**src/rtl/roc_tick_pkg.sv**
```systemverilog
// Shared types for the redstone-core tick scheduler: mode enum and command opcodes.
package roc_tick_pkg;

  typedef enum logic [1:0] {
    ST_IDLE = 2'd0,
    ST_RUN  = 2'd1,
    ST_STEP = 2'd2,
    ST_FREE = 2'd3
  } tick_state_e;

  localparam logic [1:0] OP_STOP = 2'd0;
  localparam logic [1:0] OP_RUN  = 2'd1;
  localparam logic [1:0] OP_STEP = 2'd2;
  localparam logic [1:0] OP_FREE = 2'd3;

  // Mode entered when a command with this opcode is accepted.
  function automatic tick_state_e op_to_state(input logic [1:0] op);
    tick_state_e st;
    case (op)
      OP_RUN:  st = ST_RUN;
      OP_STEP: st = ST_STEP;
      OP_FREE: st = ST_FREE;
      default: st = ST_IDLE;
    endcase
    return st;
  endfunction

endpackage

```
**src/rtl/tick_rate_acc.sv**
```systemverilog
// Phase accumulator for RUN mode: adds the clamped rate every cycle and emits a
// credit each time the running total crosses CLK_HZ, keeping the residue so
// fractional rates come out exact on average.
module tick_rate_acc #(
  parameter int unsigned CLK_HZ = 50_000_000,
  parameter int unsigned TPS_W  = 32
) (
  input  logic             i_clk,
  input  logic             i_rst,
  input  logic [TPS_W-1:0] i_rate,
  input  logic             i_clear,
  output logic             o_credit
);

  localparam logic [TPS_W:0] LP_HZ = (TPS_W+1)'(CLK_HZ);

  logic [TPS_W:0] r_acc;
  logic [TPS_W:0] w_rate;
  logic [TPS_W:0] w_sum;

  // Clamp the rate to CLK_HZ so at most one credit is produced per cycle.
  always_comb begin
    w_rate = {1'b0, i_rate};
    if (w_rate > LP_HZ) begin
      w_rate = LP_HZ;
    end
    w_sum    = r_acc + w_rate;
    o_credit = (w_sum >= LP_HZ);
  end

  // Accumulator register; clear wins over accumulation.
  always_ff @(posedge i_clk or negedge i_rst) begin
    if (!i_rst) begin
      r_acc <= '0;
    end else if (i_clear) begin
      r_acc <= '0;
    end else if (o_credit) begin
      r_acc <= w_sum - LP_HZ;
    end else begin
      r_acc <= w_sum;
    end
  end

endmodule

```
**src/rtl/roc_tick_sched.sv**
```systemverilog
// Tick scheduler for the redstone core: turns mode commands (STOP/RUN/STEP/FREE)
// into single-cycle tick enables, holding off while RoC is busy and remembering
// owed ticks in RUN mode.
module roc_tick_sched
  import roc_tick_pkg::*;
#(
  parameter int unsigned CLK_HZ  = 50_000_000,
  parameter int unsigned TPS_W   = 32,
  parameter int unsigned STEP_W  = 16,
  parameter int unsigned CNT_W   = 48,
  parameter int unsigned PEND_W  = 4,
  parameter int unsigned MIN_GAP = 2
) (
  input  logic              i_clk,
  input  logic              i_rst,
  input  logic              i_cmd_valid,
  output logic              o_cmd_ready,
  input  logic [1:0]        i_cmd_op,
  input  logic [STEP_W-1:0] i_cmd_arg,
  input  logic [TPS_W-1:0]  i_tps,
  input  logic              i_hold,
  output logic              o_tick,
  output logic [1:0]        o_state,
  output logic [PEND_W-1:0] o_pending,
  output logic              o_overrun,
  output logic [CNT_W-1:0]  o_tick_count
);

  localparam int unsigned     GAP_W       = (MIN_GAP > 1) ? $clog2(MIN_GAP) : 1;
  localparam logic [GAP_W-1:0] LP_GAP_MAX = GAP_W'(MIN_GAP - 1);
  localparam logic [PEND_W-1:0] LP_PEND_MAX = '1;

  tick_state_e       r_state;
  logic              r_cmd_ready;
  logic              r_tick;
  logic              r_overrun;
  logic [PEND_W-1:0] r_pending;
  logic [STEP_W-1:0] r_remaining;
  logic [GAP_W-1:0]  r_gap;
  logic [CNT_W-1:0]  r_tick_count;

  logic              w_accept;
  logic              w_gap_ok;
  logic              w_fire;
  logic              w_credit;
  logic              w_run_credit;
  logic              w_run_fire;
  logic [TPS_W-1:0]  w_rate;
  logic [PEND_W-1:0] w_pend_next;

  // Accumulator only sees a non-zero rate in RUN, so it is idle elsewhere.
  tick_rate_acc #(
    .CLK_HZ (CLK_HZ),
    .TPS_W  (TPS_W)
  ) u_rate_acc (
    .i_clk    (i_clk),
    .i_rst    (i_rst),
    .i_rate   (w_rate),
    .i_clear  (w_accept),
    .o_credit (w_credit)
  );

  // Accept, emission and owed-tick decisions for the coming edge.
  always_comb begin
    w_accept     = i_cmd_valid & r_cmd_ready;
    w_gap_ok     = (r_gap >= LP_GAP_MAX);
    w_rate       = (r_state == ST_RUN) ? i_tps : '0;
    w_run_credit = w_credit && (r_state == ST_RUN);
    w_fire       = 1'b0;
    case (r_state)
      ST_RUN:  w_fire = (r_pending != '0) && !i_hold && w_gap_ok;
      ST_STEP: w_fire = (r_remaining != '0) && !i_hold && w_gap_ok;
      ST_FREE: w_fire = !i_hold && w_gap_ok;
      default: w_fire = 1'b0;
    endcase
    w_run_fire = w_fire && (r_state == ST_RUN);

    w_pend_next = r_pending;
    if (w_run_credit && !w_run_fire) begin
      if (r_pending != LP_PEND_MAX) begin
        w_pend_next = r_pending + 1'b1;
      end
    end else if (!w_run_credit && w_run_fire) begin
      w_pend_next = r_pending - 1'b1;
    end
  end

  // Mode FSM, handshake and all counters; every output is registered here.
  // The tick for an edge is decided from the old mode even when a command is
  // accepted at that same edge, so a STOP never retracts an in-flight tick.
  always_ff @(posedge i_clk or negedge i_rst) begin
    if (!i_rst) begin
      r_state      <= ST_IDLE;
      r_cmd_ready  <= 1'b0;
      r_tick       <= 1'b0;
      r_overrun    <= 1'b0;
      r_pending    <= '0;
      r_remaining  <= '0;
      r_gap        <= '0;
      r_tick_count <= '0;
    end else begin
      r_cmd_ready <= !w_accept;
      r_tick      <= w_fire;
      if (w_fire) begin
        r_tick_count <= r_tick_count + 1'b1;
      end
      if (w_accept) begin
        r_state     <= op_to_state(i_cmd_op);
        r_pending   <= '0;
        r_gap       <= '0;
        r_remaining <= (i_cmd_arg == '0) ? STEP_W'(1) : i_cmd_arg;
        if (i_cmd_op == OP_STOP) begin
          r_overrun <= 1'b0;
        end
      end else begin
        r_pending <= w_pend_next;
        if (w_run_credit && (r_pending == LP_PEND_MAX)) begin
          r_overrun <= 1'b1;
        end
        if (w_fire) begin
          r_gap <= '0;
        end else if (!w_gap_ok) begin
          r_gap <= r_gap + 1'b1;
        end
        if (r_state == ST_STEP) begin
          if (w_fire) begin
            r_remaining <= r_remaining - 1'b1;
          end else if (r_remaining == '0) begin
            r_state <= ST_IDLE;
          end
        end
      end
    end
  end

  assign o_cmd_ready  = r_cmd_ready;
  assign o_tick       = r_tick;
  assign o_state      = r_state;
  assign o_pending    = r_pending;
  assign o_overrun    = r_overrun;
  assign o_tick_count = r_tick_count;

endmodule

```
**config.mk**
```make
export PLATFORM = sky130hd
export DESIGN_NAME = roc_tick_sched
export DESIGN_NICKNAME = d
export VERILOG_FILES = /design/src/rtl/roc_tick_pkg.sv /design/src/rtl/tick_rate_acc.sv /design/src/rtl/roc_tick_sched.sv
export SDC_FILE = /design/constraint.sdc
export NUM_CORES = 1
export LEC_CHECK = 0
export CELL_PAD_IN_SITES_DETAIL_PLACEMENT = 1
export CELL_PAD_IN_SITES_GLOBAL_PLACEMENT = 1
export CORE_ASPECT_RATIO = 1.4
export CORE_MARGIN = 2
export CORE_UTILIZATION = 46
export DETAILED_ROUTE_END_ITERATION = 12
export PLACE_DENSITY = 0.91
export SYNTH_ARGS = -nofsm -noshare
export SYNTH_HDL_FRONTEND = slang
export SYNTH_HIERARCHICAL = 1
export SYNTH_SLANG_ARGS = --single-unit
```
**constraint.sdc**
```tcl
create_clock -name i_clk -period 19.2 [get_ports i_clk]
set_input_delay 2.88 -clock i_clk [delete_from_list [all_inputs] [get_ports i_clk]]
set_output_delay 2.88 -clock i_clk [all_outputs]
set_load 0.05 [all_outputs]
```
==> flow_summary.json, run 1 <==
{
  "dr.pass1.iters": 5,
  "initialDrtViolationCount": 321,
  "ff2ff_path_depth": 29,
  "use_met2_pct": 54.5,
  "clock_skew_ns": 0.0156,
  "yosysSeqAreaShare_pct": 32.3,
  "crit_path_max_incr_delay_ns": 0.66,
  "reg2reg_slack_ns": 10.60,
  "port_buffers": 110,
  "core_mm2": 0.0179,
  "cts_hold_buf": 0,
  "ys_warn_count": 6,
  "tritoncts": "built",
  "clk_pin_slew_ns": 0.09,
  "netlist_instances": 953,
  "max_freq_ghz": 0.0974,
  "drv_slew": 0,
  "cts_max_level": 3,
  "layout_common_cells": "clkdlybuf4s50_1, dfrtp_1, nand2_1, nor2_1, and2_1",
  "period_minus_slack_ns": 10.26,
  "status": "finished, final reports clean",
  "synth_area_per_cell_um2": 8.71,
  "hp-class": "reg -> reg",
  "switching_share_pct": 49.6,
  "cp.arrival_ns": 10.53,
  "rsz0062_at_grt": "no",
  "synthFlopType": "dfrtp_1",
  "syn2layout_area_growth_pct": 19.1,
  "dieArea_mm2": 0.0191,
  "placed_cell_area_mm2": 0.00958,
  "dp_cells": 1277,
  "hold-path-cell-count": 1,
  "hpwl_um": 20900,
  "critPathLaunch": "i_tps[24]",
  "gp_congestion": 0.955,
  "busiest_layer": "met2",
  "async_flop_share_pct": 100,
  "power_leakage_nw": 4.17,
  "combPwrFrac_pct": 62.0,
  "critPathLaunchType": "primary input",
  "fin_cells": 1294,
  "yosys_register_bits": 107,
  "track_usage_pct": 29.4,
  "cp.required_ns": 19.47,
  "cp_top_family": "simple AND/OR/NAND/NOR gates",
  "design_area_mm2": 0.00988,
  "clkPwrFrac_pct": 14.7,
  "antenna_found_initial": 1,
  "reg2reg_from": "o_state[0]",
  "via_per_inst": 6.15,
  "clock_latency_ns": 0.36,
  "drive_gt1_share_pct": 6.36,
  "p_per_area_mw_per_mm2": 134,
  "synth_compound_area_share_pct": 19.5,
  "route.detailed.drc": 0,
  "synth_top_area_share_pct": 32.3,
  "io_pins": 111,
  "fin_ws_ns": 8.94,
  "max_slew_margin_pct": 23.9,
  "synth_area_leaders": "dfrtp_1, ha_1, xnor2_1",
  "cts.sinks": 107,
  "path_class": "in -> reg",
  "pwr-share-seq_pct": 23.4,
  "power.switching_mw": 0.655,
  "tightest_slew_ns": 1.14,
  "cts_setup_buffers": 0,
  "vias": 7964,
  "die_w_um": 118,
  "clockBufferDepth": 2,
  "synth-xor-area-share_pct": 8.85,
  "hp-start": "o_tick_count[42]",
  "cts_buffers": 9,
  "worst_r2r_endpoint": "o_pending[3]",
  "drv_cap": 0,
  "row_count": 58,
  "root_buffer": "clkbuf_16",
  "synth_mux_area_share_pct": 1.01,
  "die_y_um": 163,
  "synth_edf_count": 0,
  "cpMaxStageDelayCell": "or4_1",
  "post_cts_resize_count": 0,
  "grt_pass1_vias": 8645,
  "yosys.cell_types.count": 92,
  "min_to": "o_tick_count[42]",
  "grt-ovfl-total": 0,
  "peakVddDrop_mv": 0.0562,
  "finalHoldViolations": 0,
  "place_ws_ns": 8.73,
  "grt_pass1_wl_um": 45100,
  "nNetsFinal": 1142,
  "crit_path_end_kind": "flop",
  "cp_max_fo": 22,
  "ant_nets": 0,
  "setup_tns_ns": 0,
  "fin_crit_sh_pct": 53.5,
  "fin_util_pct": 55.4,
  "cp_common_cell": "a21oi_1",
  "intPower_mw": 0.665,
  "path_buf_inv": 3,
  "synth_top_family_by_area": "simple AND/OR/NAND/NOR gates",
  "synthAdderAreaFrac_pct": 6.21,
  "drt-total-wl_um": 27700,
  "yosys.area.top_type": "dfrtp_1",
  "setup_viol": 0,
  "final_common_cell": "clkdlybuf4s50_1",
  "grt_use_met3_pct": 4.48,
  "post_drt_wl_per_cell_um": 21.4,
  "grt_max_degree": 64,
  "initial_utilization_pct": 46.5,
  "grt_use_met1_pct": 32.4,
  "synth_simple_gate_area_share_pct": 29.0,
  "synth_area_mm2": 0.00830
}
==> worst max path at each step <==
stage               cells after the start           end  slack (ns)
global placement                       29  o_pending[3]        9.16
detailed placement                     29  o_pending[3]        8.73
global route                           29  o_pending[3]        8.39
CTS                                    29  o_pending[3]        9.04
floorplan                              30  o_pending[3]        9.77
finish                                 28  o_pending[3]        8.94
==> per-layer routing <==
layer / part of all wire [%] / up-vias
li1: - / 3695
met5: 0 / -
met1: 38 / 3982
met3: 4.5 / 83
met4: 4.6 / 0
met2: 53 / 204
==> stage by stage <==
stage	total power [mW]	hold WS, ns
final	1.32	0.510
after global routing	1.41	0.528
after CTS	1.31	0.510
after detailed placement	1.10	0.497
after global placement	1.08	0.466
after floorplan	0.887	0.508
==> power groups by stage <==
| stage | clock, mW | sequential [mW] | combinational [mW] |
|---|---|---|---|
| detailed placement | 0 | 0.312 | 0.793 |
| global placement | 0 | 0.309 | 0.767 |
| global route | 0.206 | 0.313 | 0.894 |
| floorplan | 0 | 0.329 | 0.557 |
| CTS | 0.198 | 0.308 | 0.806 |
| finish | 0.194 | 0.308 | 0.818 |
==> layout make-up <==
class | count | area [um^2]
tap | 240 | 300
sequential | 107 | 2680
clock inverter | 7 | 75.1
fill | 2113 | 7970
multi-input combinational | 794 | 5390
timing repair buffer | 115 | 1140
inverter | 21 | 78.8
clock buffer | 9 | 225
antenna | 1 | 2.50
==> logic make-up (layout without fill, tap and decap cells) <==
kind of cell	after synthesis	count (layout)
other	1	7
adders and majority gates	40	40
xor gates and xnor gates	83	83
buffers and inverters	57	152
DFF	107	107
muxes	8	8
AOI/OAI and AO/OA	224	224
and+or+nand+nor	433	433
==> synth_stat cells (5+ instances only) <==
cell / instances
nor3_1: 30
and3_1: 21
nand3_1: 36
inv_1: 20
a21o_1: 15
nor2b_1: 5
o21ai_0: 41
nand2b_1: 22
or4_1: 12
nor4_1: 16
mux2i_1: 5
a31oi_1: 9
dfrtp_1: 107
xnor2_1: 53
o211ai_1: 12
a21oi_1: 52
clkbuf_1: 19
ha_1: 38
nand2_1: 86
and4_1: 7
and2_1: 59
or3_1: 15
nand4_1: 25
xor2_1: 29
o21a_1: 7
a211oi_1: 10
nor2_1: 63
buf_2: 10
o31ai_1: 9
nand4b_1: 7
==> flip-flops by register name (all words and copies together) (netlist names) <==
register / cells
r_remaining: 16
o_state: 2
o_pending: 4
r_gap: 1
o_overrun: 1
u_rate_acc/r_acc: 33
o_tick_count: 48
o_tick: 1
o_cmd_ready: 1
==> worst register-to-register path: cells and delay by family, from the launching register on <==
| kind | cells | cell delay (ns) |
|---|---|---|
| adders and majority gates | 2 | 0.65 |
| DFF | 1 | 0.49 |
| and+or+nand+nor | 14 | 3.40 |
| buffers and inverters | 3 | 0.98 |
| AOI/OAI and AO/OA | 9 | 2.85 |
| xor gates and xnor gates | 1 | 0.15 |
Note: power is estimated with default switching activity, not from simulation.
==> inputs of run 2 (changes only) <==
--- a/config.mk
+++ b/config.mk
@@ -9,9 +9,9 @@
 export CELL_PAD_IN_SITES_GLOBAL_PLACEMENT = 1
 export CORE_ASPECT_RATIO = 1.4
 export CORE_MARGIN = 2
-export CORE_UTILIZATION = 46
+export CORE_UTILIZATION = 39
 export DETAILED_ROUTE_END_ITERATION = 12
-export PLACE_DENSITY = 0.91
+export PLACE_DENSITY = 0.82
 export SYNTH_ARGS = -nofsm -noshare
 export SYNTH_HDL_FRONTEND = slang
 export SYNTH_HIERARCHICAL = 1
==> constraint.sdc (replaced) <==
create_clock -name i_clk -period 8.7 [get_ports i_clk]
set_input_delay 1.305 -clock i_clk [delete_from_list [all_inputs] [get_ports i_clk]]
set_output_delay 1.305 -clock i_clk [all_outputs]
set_load 0.05 [all_outputs]
==> run 2 against run 1 <==
Against the previous run:
- total power up 120%
- clock power up 120%
- largest cell class unchanged
- critical path type unchanged
- first-iteration DRC count increased by 0.93%
==> flow_summary.json, run 2 (synthesized netlist as in run 1, its figures left out) <==
{
  "status": "finished, final reports clean",
  "max_freq_ghz": 0.126,
  "critPathLaunchType": "primary input",
  "tritoncts": "built",
  "syn2layout_area_growth_pct": 19.7,
  "io_pins": 111,
  "die_y_um": 177,
  "period_minus_slack_ns": 7.96,
  "drive_gt1_share_pct": 6.72,
  "drv_cap": 0,
  "clock_skew_ns": 0.00888,
  "cp.arrival_ns": 8.22,
  "fin_ws_ns": 0.736,
  "cp_top_family": "simple AND/OR/NAND/NOR gates",
  "hpwl_um": 19900,
  "die_w_um": 127,
  "cts_buffers": 9,
  "post_drt_wl_per_cell_um": 19.6,
  "drt-total-wl_um": 25900,
  "clk_pin_slew_ns": 0.08,
  "path_buf_inv": 4,
  "cts_setup_buffers": 0,
  "largest_reg_flops": 48,
  "hold-path-cell-count": 1,
  "peakVddDrop_mv": 0.123,
  "setup_tns_ns": 0,
  "clock_latency_ns": 0.35,
  "tightest_slew_ns": 1.09,
  "max_slew_margin_pct": 27.1,
  "clockBufferDepth": 2,
  "grt_max_degree": 59,
  "hp-class": "reg -> reg",
  "worst-path-stages": 30,
  "cts_hold_buf": 0,
  "cp_max_fo": 26,
  "crit_path_max_incr_delay_ns": 0.66,
  "track_usage_pct": 23.3,
  "initialDrtViolationCount": 324,
  "finalHoldViolations": 0,
  "vias": 7785,
  "p_per_area_mw_per_mm2": 287,
  "row_count": 63,
  "dieArea_mm2": 0.0225,
  "antenna_found_initial": 0,
  "power_leakage_nw": 4.20,
  "ant_nets": 0,
  "cts.sinks": 107,
  "fin_crit_sh_pct": 91.5,
  "cp.required_ns": 8.95,
  "diodes": 0,
  "final_common_cell": "clkdlybuf4s50_1",
  "setup_viol": 0,
  "cpMaxStageDelayCell": "or4_1",
  "grt_pass1_vias": 8066,
  "path_class": "in -> reg",
  "layout_common_cells": "clkdlybuf4s50_1, dfrtp_1, nand2_1, nor2_1, and2_1",
  "crit_path_end_kind": "flop",
  "grt-ovfl-total": 0,
  "drv_slew": 0,
  "dr.pass1.iters": 5,
  "place_ws_ns": 0.335,
  "via_per_inst": 5.91,
  "cts_max_level": 3,
  "post_cts_resize_count": 0,
  "port_buffers": 110,
  "nNetsFinal": 1146,
  "rsz0062_at_grt": "no",
  "n_fill_cell": 2475,
  "grt_pass1_wl_um": 42100,
  "route.detailed.drc": 0,
  "ff2ff_path_depth": 28,
  "core_mm2": 0.0210,
  "root_buffer": "clkbuf_16",
  "initial_utilization_pct": 39.4,
  "gp_congestion": 0.889
}
-- run 2: cell count changes in the layout (fill, tap and decap cells not counted), sizes merged --
cell / before / now
clkinvlp: 1 / 0
clkinv: 2 / 4
buf: 6 / 10
diode: 1 / 0
inv: 25 / 24
-- run 2: final timing paths --
kind                                  startpoint                   end  slack, ns
worst min-delay path            o_tick_count[47]      o_tick_count[47]       0.48
worst min register to register  o_tick_count[47]      o_tick_count[47]       0.48
worst max register to register        o_state[0]          o_pending[3]       0.95
min in group asynchronous                  i_rst      o_tick_count[47]       0.97
max in group asynchronous                  i_rst  u_rate_acc/r_acc[30]       6.46
worst max-delay path                   i_tps[24]          o_pending[3]       0.74
-- run 2: through the flow --
step | instance area, um^2 | power [mW] | hold WS, ns | std cells | util (%)
after floorplan | 8320 | 1.96 | 0.508 | 958 | -
after global placement | 9630 | 2.37 | 0.465 | 1301 | 45.8
after detailed placement | 9630 | 2.42 | 0.470 | 1301 | 45.8
after CTS | 9940 | 2.86 | 0.486 | 1317 | 47.2
after global routing | 9940 | 3.08 | 0.520 | 1317 | 47.2
final | 9940 | 2.85 | 0.477 | 1317 | 47.2
-- run 2: report_power, final --
group | switching, mW | internal, mW
Combinational | 1.07 | 0.675
Sequential | 0.0857 | 0.598
Clock | 0.218 | 0.206
-- run 2: final cells by class --
cell class | count | area, um^2 | share of cell area [%]
well taps | 260 | 325 | 3.27
clock inverters | 7 | 77.6 | 0.781
flip-flops and latches | 107 | 2680 | 26.9
multi-input cells | 794 | 5390 | 54.2
clock buffers | 9 | 225 | 2.27
inverters | 21 | 78.8 | 0.793
repair buffers | 119 | 1170 | 11.7
-- run 2: layer usage --
| metal | global-route usage, % | vias up | routed length, um |
|---|---|---|---|
| met5 | 0 | - | 0 |
| met1 | 28.0 | 3925 | 10800 |
| met3 | 3.45 | 27 | 955 |
| met2 | 42.5 | 137 | 13600 |
| li1 | - | 3696 | - |
| met4 | 6.96 | 0 | 541 |
==> inputs of run 3 (changes only) <==
--- a/config.mk
+++ b/config.mk
@@ -11,6 +11,7 @@
 export CORE_MARGIN = 2
 export CORE_UTILIZATION = 39
 export DETAILED_ROUTE_END_ITERATION = 12
+export GPL_TIMING_DRIVEN = 0
 export PLACE_DENSITY = 0.82
 export SYNTH_ARGS = -nofsm -noshare
 export SYNTH_HDL_FRONTEND = slang
==> run 3 against run 2 <==
Against the previous run:
- largest cell class unchanged
- sequential share of layout area decreased by 0.85 points
- critical path depth fell by 1
- sequential power shrank 0.7%
- utilization up 1.5 points
- non-clock buffer count up 36
- largest power group unchanged
- die area unchanged
- cell count grew 2.7%
- global-route usage rose by 0.61 points
- final area grew 3.3%
- wire length rose by 3.3%
- total power is 2.4% higher
- worst setup slack worse by 0.43 ns
==> flow_summary.json, run 3 (synthesized netlist as in run 1, its figures left out) <==
{
  "power.switching_mw": 1.41,
  "period_minus_slack_ns": 8.39,
  "cp.required_ns": 8.95,
  "layout_common_cells": "clkdlybuf4s50_1, dfrtp_1, nand2_1, nor2_1, and2_1",
  "initial_utilization_pct": 39.4,
  "final_common_cell": "clkdlybuf4s50_1",
  "combPwrFrac_pct": 62.9,
  "worst-path-stages": 29,
  "route.detailed.drc": 0,
  "dr.pass1.iters": 4,
  "fin_cells": 1352,
  "finalPower_mw": 2.92,
  "drt-total-wl_um": 26700,
  "critPathLaunchType": "primary input",
  "grt_pass1_vias": 8180,
  "drv_slew": 0,
  "pwr-share-seq_pct": 23.2,
  "p_per_area_mw_per_mm2": 285,
  "max_slew_margin_pct": 50.3,
  "initialDrtViolationCount": 436,
  "reg2reg_slack_ns": 0.50,
  "intPower_mw": 1.51,
  "root_buffer": "clkbuf_16",
  "switching_share_pct": 48.3,
  "path_buf_inv": 5,
  "die_y_um": 177,
  "setup_viol": 0,
  "post_drt_wl_per_cell_um": 19.8,
  "tightest_slew_ns": 0.739,
  "io_pins": 111,
  "path_class": "in -> reg",
  "cts_buffers": 9,
  "status": "finished, final reports clean",
  "die_w_um": 127,
  "hold-path-cell-count": 1,
  "drv_cap": 0,
  "rsz0062_at_grt": "no",
  "via_per_inst": 5.83,
  "gp_congestion": 0.844,
  "grt-ovfl-total": 0,
  "dp_cells": 1329,
  "nNetsFinal": 1182,
  "cp_top_family": "simple AND/OR/NAND/NOR gates",
  "row_count": 63,
  "cpMaxStageDelayCell": "or4b_2",
  "drive_gt1_share_pct": 9.16,
  "ff2ff_path_depth": 30,
  "dieArea_mm2": 0.0225,
  "crit_path_max_incr_delay_ns": 0.62,
  "peakVddDrop_mv": 0.158,
  "hp-class": "reg -> reg",
  "clock_latency_ns": 0.36,
  "clk_pin_slew_ns": 0.08,
  "vias": 7888,
  "hp-start": "o_tick_count[47]",
  "diodes": 0,
  "clockBufferDepth": 2,
  "grt_pass1_wl_um": 43000,
  "core_mm2": 0.0210,
  "max_freq_ghz": 0.119,
  "cp.arrival_ns": 8.64,
  "grt_max_degree": 61,
  "tritoncts": "built",
  "fin_util_pct": 48.8,
  "cts.sinks": 107,
  "reg2reg_from": "o_state[0]",
  "crit_path_end_kind": "flop",
  "finalHoldViolations": 0,
  "worst_r2r_endpoint": "o_pending[3]",
  "min_to": "o_tick_count[47]",
  "cp_common_cell": "nand2_1",
  "fin_crit_sh_pct": 96.5,
  "cts_max_level": 3,
  "clkPwrFrac_pct": 13.9,
  "track_usage_pct": 23.9,
  "syn2layout_area_growth_pct": 23.6,
  "hpwl_um": 20700,
  "clock_skew_ns": 0.0164,
  "antenna_found_initial": 0,
  "port_buffers": 110,
  "power_leakage_nw": 4.34,
  "ant_nets": 0,
  "largest_reg_flops": 48,
  "setup_tns_ns": 0,
  "cp_max_fo": 19
}
[run 3: cell count changes in the layout (fill, tap and decap cells not counted), moves of 3 or more]
cell	previous run	this run
xor2_1	29	26
xor2_2	1	4
buf_6	0	6
buf_2	0	10
clkbuf_1	0	16
[run 3: how the worst max path moves through the flow]
| stage | startpoint | endpoint | slack [ns] |
|---|---|---|---|
| floorplan | i_tps[4] | o_pending[3] | 0.85 |
| global placement | i_tps[24] | o_pending[3] | -1.45 |
| detailed placement | i_tps[24] | o_pending[3] | -1.61 |
| CTS | i_tps[7] | o_pending[3] | 0.03 |
| global route | i_tps[24] | o_pending[3] | 0.005 |
| finish | i_tps[7] | o_pending[3] | 0.31 |
[run 3: area by class of cell]
type                            instances  area, um^2
Fill cell                            2463       10800
Tap cell                              260         325
Buffer                                 35         189
Multi-Input combinational cell        794        5510
Sequential cell                       107        2680
Timing Repair Buffer                  120        1200
Clock buffer                            9         225
Inverter                               21        78.8
Clock inverter                          6        58.8
[run 3: power by group through the flow]
| stage | logic (mW) | clock network, mW | registers (mW) |
|---|---|---|---|
| after detailed placement | 1.73 | 0 | 0.686 |
| after global routing | 2.02 | 0.435 | 0.691 |
| after floorplan | 1.23 | 0 | 0.727 |
| final | 1.84 | 0.406 | 0.679 |
| after global placement | 1.68 | 0 | 0.684 |
| after CTS | 1.77 | 0.415 | 0.678 |
[run 3: metrics by stage]
| stage | setup WS (ns) | hold WS [ns] | instance area, um^2 |
|---|---|---|---|
| global route | 0.00537 | 0.521 | 10300 |
| global placement | -1.45 | 0.467 | 9740 |
| finish | 0.308 | 0.493 | 10300 |
| detailed placement | -1.61 | 0.484 | 9770 |
| CTS | 0.0326 | 0.499 | 10100 |
| floorplan | 0.847 | 0.508 | 8320 |
[run 3: what timing repair did]
item,in CTS,in global routing
resized for setup,15,18
pin swaps,0,13
setup buffers,0,9
setup endpoints to repair,16,3
hold buffers,0,0
[run 3: layer usage]
layer / vias to the layer above / GRT usage, % / part of all wire [%]
li1: 3769 / - / -
met1: 3954 / 28.1 / 41
met2: 138 / 45.1 / 54
met3: 27 / 3.00 / 3.2
met4: 0 / 6.46 / 1.9
met5: - / 0 / 0
[run 3: worst reg2reg max path, delay by kind of cell (launching register included)]
kind | cells | cell delay, ns
XOR/XNOR | 1 | 0.14
AND/OR/NAND/NOR | 14 | 3.83
flip-flops | 1 | 0.50
AO/OA/AOI/OAI | 7 | 1.74
buffers and inverters | 5 | 0.92
adder cells (fa/ha/maj) | 3 | 1.00
